===== src/rtl/text_renderer.sv =====
// text_renderer: 80x30 text-mode pixel pipeline (char RAM -> font ROM -> palette)
// with blinking block cursor; 4-cycle latency from x/y/syncs to rgb/syncs.
module text_renderer #(
    parameter int BLINK_BIT   = 4,
    parameter int CURSOR_ROWS = 2
) (
    input  logic        clk,
    input  logic        rst_n,
    input  logic [9:0]  x_i,
    input  logic [9:0]  y_i,
    input  logic        h_sync_i,
    input  logic        v_sync_i,
    output logic [11:0] char_addr,
    input  logic [15:0] char_data,
    output logic [11:0] font_addr,
    input  logic [7:0]  font_data,
    input  logic        cursor_en,
    input  logic [6:0]  cursor_col,
    input  logic [4:0]  cursor_row,
    output logic [11:0] rgb_o,
    output logic        h_sync_o,
    output logic        v_sync_o
);

    logic        vis_d, cur_d, pix_d;
    logic [11:0] char_addr_d, font_addr_d, rgb_d;
    logic [7:0]  frame_cnt_d;
    logic [11:0] char_addr_q, font_addr_q, rgb_q;
    logic [7:0]  frame_cnt_q;
    logic        vs_prev_q, pix_q;
    logic [3:0]  hs_q, vs_q;
    logic [2:0]  vis_q;
    logic [1:0]  cur_q;
    logic [3:0]  grow_q, fg2_q, bg2_q, fg3_q, bg3_q;
    logic [2:0]  gcol1_q, gcol2_q;

    function automatic logic [11:0] palette(input logic [3:0] i);
        logic [3:0] on, off;
        on  = i[3] ? 4'hF : 4'hA;
        off = i[3] ? 4'h5 : 4'h0;
        return {i[2] ? on : off, i[1] ? on : off, i[0] ? on : off};
    endfunction

    always_comb begin
        vis_d       = (x_i < 10'd640) && (y_i < 10'd480);
        char_addr_d = vis_d ? 12'(y_i[8:4]) * 12'd80 + 12'(x_i[9:3]) : 12'd0;
        cur_d       = cursor_en && frame_cnt_q[BLINK_BIT] && vis_d &&
                      (cursor_col < 7'd80) && (cursor_row < 5'd30) &&
                      (cursor_col == x_i[9:3]) && (cursor_row == y_i[8:4]) &&
                      (5'(y_i[3:0]) >= 5'(16 - CURSOR_ROWS));
        font_addr_d = {char_data[7:0], grow_q};
        // cursor is folded into the pixel bit so it always selects fg
        pix_d       = font_data[~gcol2_q] | cur_q[1];
        rgb_d       = vis_q[2] ? palette(pix_q ? fg3_q : bg3_q) : 12'h000;
        frame_cnt_d = frame_cnt_q + 8'(vs_prev_q & ~v_sync_i);
    end

    always_ff @(posedge clk) begin
        if (!rst_n) begin
            char_addr_q <= '0;
            font_addr_q <= '0;
            rgb_q       <= '0;
            frame_cnt_q <= '0;
            vs_prev_q   <= 1'b1;
            hs_q        <= 4'hF;
            vs_q        <= 4'hF;
            vis_q       <= '0;
            cur_q       <= '0;
            pix_q       <= 1'b0;
            grow_q      <= '0;
            gcol1_q     <= '0;
            gcol2_q     <= '0;
            fg2_q       <= '0;
            bg2_q       <= '0;
            fg3_q       <= '0;
            bg3_q       <= '0;
        end else begin
            char_addr_q <= char_addr_d;
            font_addr_q <= font_addr_d;
            rgb_q       <= rgb_d;
            frame_cnt_q <= frame_cnt_d;
            vs_prev_q   <= v_sync_i;
            hs_q        <= {hs_q[2:0], h_sync_i};
            vs_q        <= {vs_q[2:0], v_sync_i};
            vis_q       <= {vis_q[1:0], vis_d};
            cur_q       <= {cur_q[0], cur_d};
            pix_q       <= pix_d;
            grow_q      <= y_i[3:0];
            gcol1_q     <= x_i[2:0];
            gcol2_q     <= gcol1_q;
            fg2_q       <= char_data[11:8];
            bg2_q       <= char_data[15:12];
            fg3_q       <= fg2_q;
            bg3_q       <= bg2_q;
        end
    end

    assign char_addr = char_addr_q;
    assign font_addr = font_addr_q;
    assign rgb_o     = rgb_q;
    assign h_sync_o  = hs_q[3];
    assign v_sync_o  = vs_q[3];

endmodule


===== config.mk =====
export PLATFORM = sky130hd
export DESIGN_NAME = text_renderer
export DESIGN_NICKNAME = d
export VERILOG_FILES = /design/src/rtl/text_renderer.sv
export SDC_FILE = /design/constraint.sdc
export NUM_CORES = 1
export LEC_CHECK = 0
export ABC_CLOCK_PERIOD_IN_PS = 2150
export CAP_MARGIN = 25
export CORE_MARGIN = 8
export CORE_UTILIZATION = 23
export CTS_CLUSTER_SIZE = 28
export DETAILED_ROUTE_END_ITERATION = 6
export PLACE_DENSITY_LB_ADDON = 0.3
export SYNTH_ARGS = -nofsm -noshare
export SYNTH_HDL_FRONTEND = slang
export SYNTH_SLANG_ARGS = --single-unit

===== constraint.sdc =====
create_clock -name clk -period 2.15 [get_ports clk]
set_input_delay 0.43 -clock clk [delete_from_list [all_inputs] [get_ports clk]]
set_output_delay 0.43 -clock clk [all_outputs]
set_load 0.05 [all_outputs]

Yosys cells after proc, flatten, opt, wreduce, memory -nomap -nowiden
Index checks and enable logic that the tools add are counted.

$add $sub $neg: 2. $mul: 1. Magnitude comparators: 6. Equal/unequal tests: 2. Mux-type cells: 8. Bitwise operators: 4. Reductions and logical operators: 10.

Operators by type and width (count): two-way mux 4 bit (4); adder 12 x 7 -> 12 bit (1); < comparator 10 bit (second input constant) (1); < comparator 10 x 9 -> 1 bit (second input constant) (1); adder 8 bit (1); AND 1 x 8 -> 8 bit (1); logical AND 1 bit (8); multiplier 5 x 3 -> 8 bit (second input constant) (1); inverter 1 -> 8 bit (1); equality test 7 bit (1); < comparator 7 bit (second input constant) (1); two-way mux 3 bit (2); equality test 5 bit (1); < comparator 5 bit (second input constant) (1); greater-or-equal comparator 4 bit (second input constant) (1); < comparator 3 x 4 -> 1 bit (second input constant) (1); AND reduction 2 bit (2); binary-select mux 1 bit (select 3 bit) (1); inverter 3 bit (1); two-way mux 1 bit (1); bitwise OR 1 bit (1).

Flip-flop bits (word level): 85. Input bits: 61. Output and inout port bits: 38. Logic and storage cells: 50.

Logic depth before layout (Yosys ltp)
Depth in word-level cells: 8. Gate-level depth with buffers: 7. Gate-level depth less buffers: 7.

Worst setup path before layout
OpenSTA, ideal clock, no wires.

Kind: in2reg. Start point: in y_i[5]. End point: reg char_addr_q[10] (netlist: char_addr[10]). Library setup time: 72 ps. Arrival time: 2113 ps. Required time: 2078 ps. Slack: -35 ps. Stages on the path: 7. Path buffers: 0. Cell sequence: ha_1 ha_1 fa_1 xor2_1 o2111ai_1 or3_1 mux2i_1.

Cells in the longest elaborated chain, start to end: 3. Elaborated cells on any way between the ends: 5. Classes of those cells: add/sub (1); mul (1); order compare (1); reduce/logical (2).

RTL lines: start: declaration (RTL line 10) `input logic [9:0] y_i,`; branches (longest 3 deep; another with adder 12 x 7 -> 12 bit); end signal: assignment (RTL line 78) `char_addr_q <= char_addr_d;`; end: declaration (RTL line 28) `logic [11:0] char_addr_q, font_addr_q, rgb_q;`.

Several ways; the timed one is not identified. A chain may end at the register's enable or synchronous reset.

Final worst setup path
Start point: in y_i[7]. End point: reg char_addr_q[11] (netlist: char_addr[11]).

Same word-level chain as after synthesis.

==> key figures <==
Run
  – Maximum capacitance violations: 0

Clocking
  – H-tree levels: 3
  – Clk buf depth: 2
  – Clock-pin slew on the worst setup and hold paths: 0.06 ns
  – CTS root buf: clkbuf_16
  – CTS Buf Count: 9
  – Worst skew pair latency: 0.32 ns
  – Clock Sinks: 73
  – CTS tree: yes

Critical path
  – Crit end category: flop
  – Worst Path Max Fanout: 2
  – Worst path max stage delay: 0.54 ns
  – Worst path bufs/invs: 2
  – WS Path Type: primary input to flop
  – CP cell instances: dlygate4sd2_1, ha_1, ha_2, fa_2, buf_4, nand2_1, a21oi_1, nand3_1, o21ai_0
  – CP startpoint kind: primary input
  – Worst path slowest cell: fa_2
  – Worst path top cell family by delay: adder cells
  – Critical Path AT: 2.31 ns
  – CP Data Required Time: 2.40 ns

Timing
  – Slew @ Worst Pin: 0.570 ns
  – Fmax: 487 MHz
  – Rel. slew slack: 0.619
  – Setup_tns: 0 ns
  – RSZ-0062 raised after global routing: false
  – Final worst path period share: 0.956
  – Slew Viols, Final: 0
  – Max Clock Skew: 0.00567 ns
  – Final hold vios: 0
  – PnR worst setup slack: 0.0947 ns
  – Count of final setup violators: 0
  – Min Tclk post-route: 2.06 ns

Pwr
  – Sw Ratio: 0.231
  – Clk pwr share: 0.458
  – Leak pwr: 1.72 nW
  – Sw Pwr: 0.818 mW
  – Pint: 2.73 mW
  – PD cells: 835 nW/um^2
  – Sequential Power Share: 0.403
  – Power share of the combinational group: 0.140
  – Max IR drop VDD: 404 uV

Drt
  – Antenna Nets Post-Route: 0
  – Number of DRC markers in iteration 0: 71
  – Routed WL: 6510 um
  – DR vias: 1993
  – # DRC: 0
  – Avg WL per Cell: 12.9 um
  – Vias per cell: 3.95
  – 1st-pass router iterations: 4

Synth
  – Post-Syn Instances: 242
  – Mapped Area: 2660 sq um
  – Syn Nets: 316
  – Avg Cell Area, Syn: 11.0 sq um
  – Ys flop type: dfxtp_1
  – Number of synthesized flops with an enable pin: 0
  – Fraction of registers with async set or reset after synthesis: 0
  – Post-synthesis sequential area ratio: 0.550
  – Post-synthesis cell type count: 35
  – Synth Warn #: 0
  – Register bit total from synthesis: 73

Cells and area
  – P&R area growth vs syn: 59.9%
  – Layout cells sized above 1: 0.138
  – Final Util: 0.374
  – Most common cell after layout, fill and taps aside: clkdlybuf4s50_1
  – Fillers: 1124
  – Reg area: 1460 sq um
  – Highest-count cells in the layout ignoring fill and taps: clkdlybuf4s50_1, dfxtp_1, and2_1
  – Diodes inserted: 0
  – Final instance area: 4250 sq um
  – Multi-input logic area: 1120 sq um
  – # nets final: 431

Placed design
  – Port Buf Inserts: 98
  – Routability cong.: 0.783
  – Post-DP Area: 3870 sq um
  – Dpl ws: -0.493 ns
  – Post-DP HPWL: 4990 um

GRT
  – Vias in the first global route: 2064
  – Grt total ovfl: 0
  – First-pass GRT wire length: 10200 um
  – GR Util All Layers: 0.0875
  – Initial antenna violation count: 0
  – Largest net degree at the start of global routing: 29

Floorplanning
  – Row cnt: 39
  – Initial Utilization: 0.234
  – Die X: 123 um
  – Core area: 11400 sq um
  – Boundary Pins: 99
  – Die H: 123 um
  – Die area: 15200 sq um

Status
  – Status: finished, final reports clean

Hold path
  – Worst min-delay path class: flop to flop
## synth_stat cells (2+ instances only)
library cell	n	area, sq um
dfxtp_1	73	1460
and2_1	51	319
ha_1	11	138
xor2_1	11	96.3
nor2_1	10	37.5
nand2b_1	9	56.3
buf_4	8	60.1
nand2_1	7	26.3
inv_1	6	22.5
nand3_1	6	30.0
clkbuf_1	5	18.8
mux2i_1	5	50.1
xnor2_1	5	43.8
a21oi_1	4	20.0
nor2b_1	4	25.0
o21ai_0	3	15.0
fa_1	2	40.0
mux4_1	2	52.6
nand4_1	2	12.5
nor3_1	2	10.0
nor4_1	2	12.5
## cell type report
class,count,area share
multi-input cells,147,0.264
flip-flops and latches,73,0.344
clock buffers,10,0.0563
clock inverters,6,0.0215
repair buffers,119,0.266
well taps,143,0.0421
inverters,7,0.00619
## logic make-up after synthesis
| logic type | after synthesis | synth area share |
|---|---|---|
| AOI/OAI and AO/OA | 16 | 0.0429 |
| and+or+nand+nor | 94 | 0.202 |
| buffers and inverters | 22 | 0.0429 |
| xor gates and xnor gates | 16 | 0.0528 |
| DFF | 73 | 0.550 |
| adders and majority gates | 13 | 0.0669 |
| muxes | 8 | 0.0429 |
## power by group through the flow
stage / Clock [mW] / Combinational (mW) / Sequential, mW
final: 1.62 / 0.495 / 1.43
after global routing: 1.74 / 0.538 / 1.43
after floorplan: 0 / 0.163 / 1.53
after global placement: 0 / 0.475 / 1.46
after detailed placement: 0 / 0.477 / 1.46
after CTS: 1.67 / 0.485 / 1.43
## registers in the layout (all words and copies together) (netlist names)
| register | flops |
|---|---|
| bg2_q | 4 |
| bg3_q | 4 |
| char_addr | 12 |
| cur_q | 2 |
| fg2_q | 4 |
| fg3_q | 4 |
| font_addr | 12 |
| frame_cnt_q | 5 |
| gcol1_q | 3 |
| gcol2_q | 3 |
| grow_q | 4 |
| hs_q | 4 |
| pix_q | 1 |
| rgb_o | 4 |
| vis_q | 3 |
| vs_q | 4 |
## timing repair
action,4_1_cts,5_1_grt
endpoints found under the setup margin,3,1
hold buffers,0,0
resized for setup,9,3
pin swaps,5,2
setup buffers,0,3
gates cloned,0,0
## per-layer routing
layer / GRT usage / wire [um]
met1: 0.0961 / 2700
met5: 0 / 0
met4: 0.0421 / 151
met2: 0.148 / 3220
met3: 0.0311 / 436
## worst reg2reg max path, stage by stage (launching register included)
cell and delay, ns:
dfxtp_1 0.35, mux4_1 0.55, mux2_2 0.27, o21a_1 0.16
## through the flow
step	cells	total power, mW	hold WS (ns)
after floorplan	242	1.69	0.386
after global placement	486	1.93	0.389
after detailed placement	486	1.93	0.394
after CTS	502	3.59	0.408
after global routing	505	3.71	0.421
final	505	3.55	0.404
## path summary, 6_finish.rpt
kind	start	to	slack, ns	cells past startpoint
setup / recovery	y_i[7]	char_addr[11]	0.09	9
hold reg to reg	vs_q[2]	vs_q[3]	0.40	1
hold / removal	vs_q[2]	vs_q[3]	0.40	1
setup reg to reg	gcol2_q[0]	pix_q	0.72	3
No activity file was read; power rests on OpenSTA's default activity.
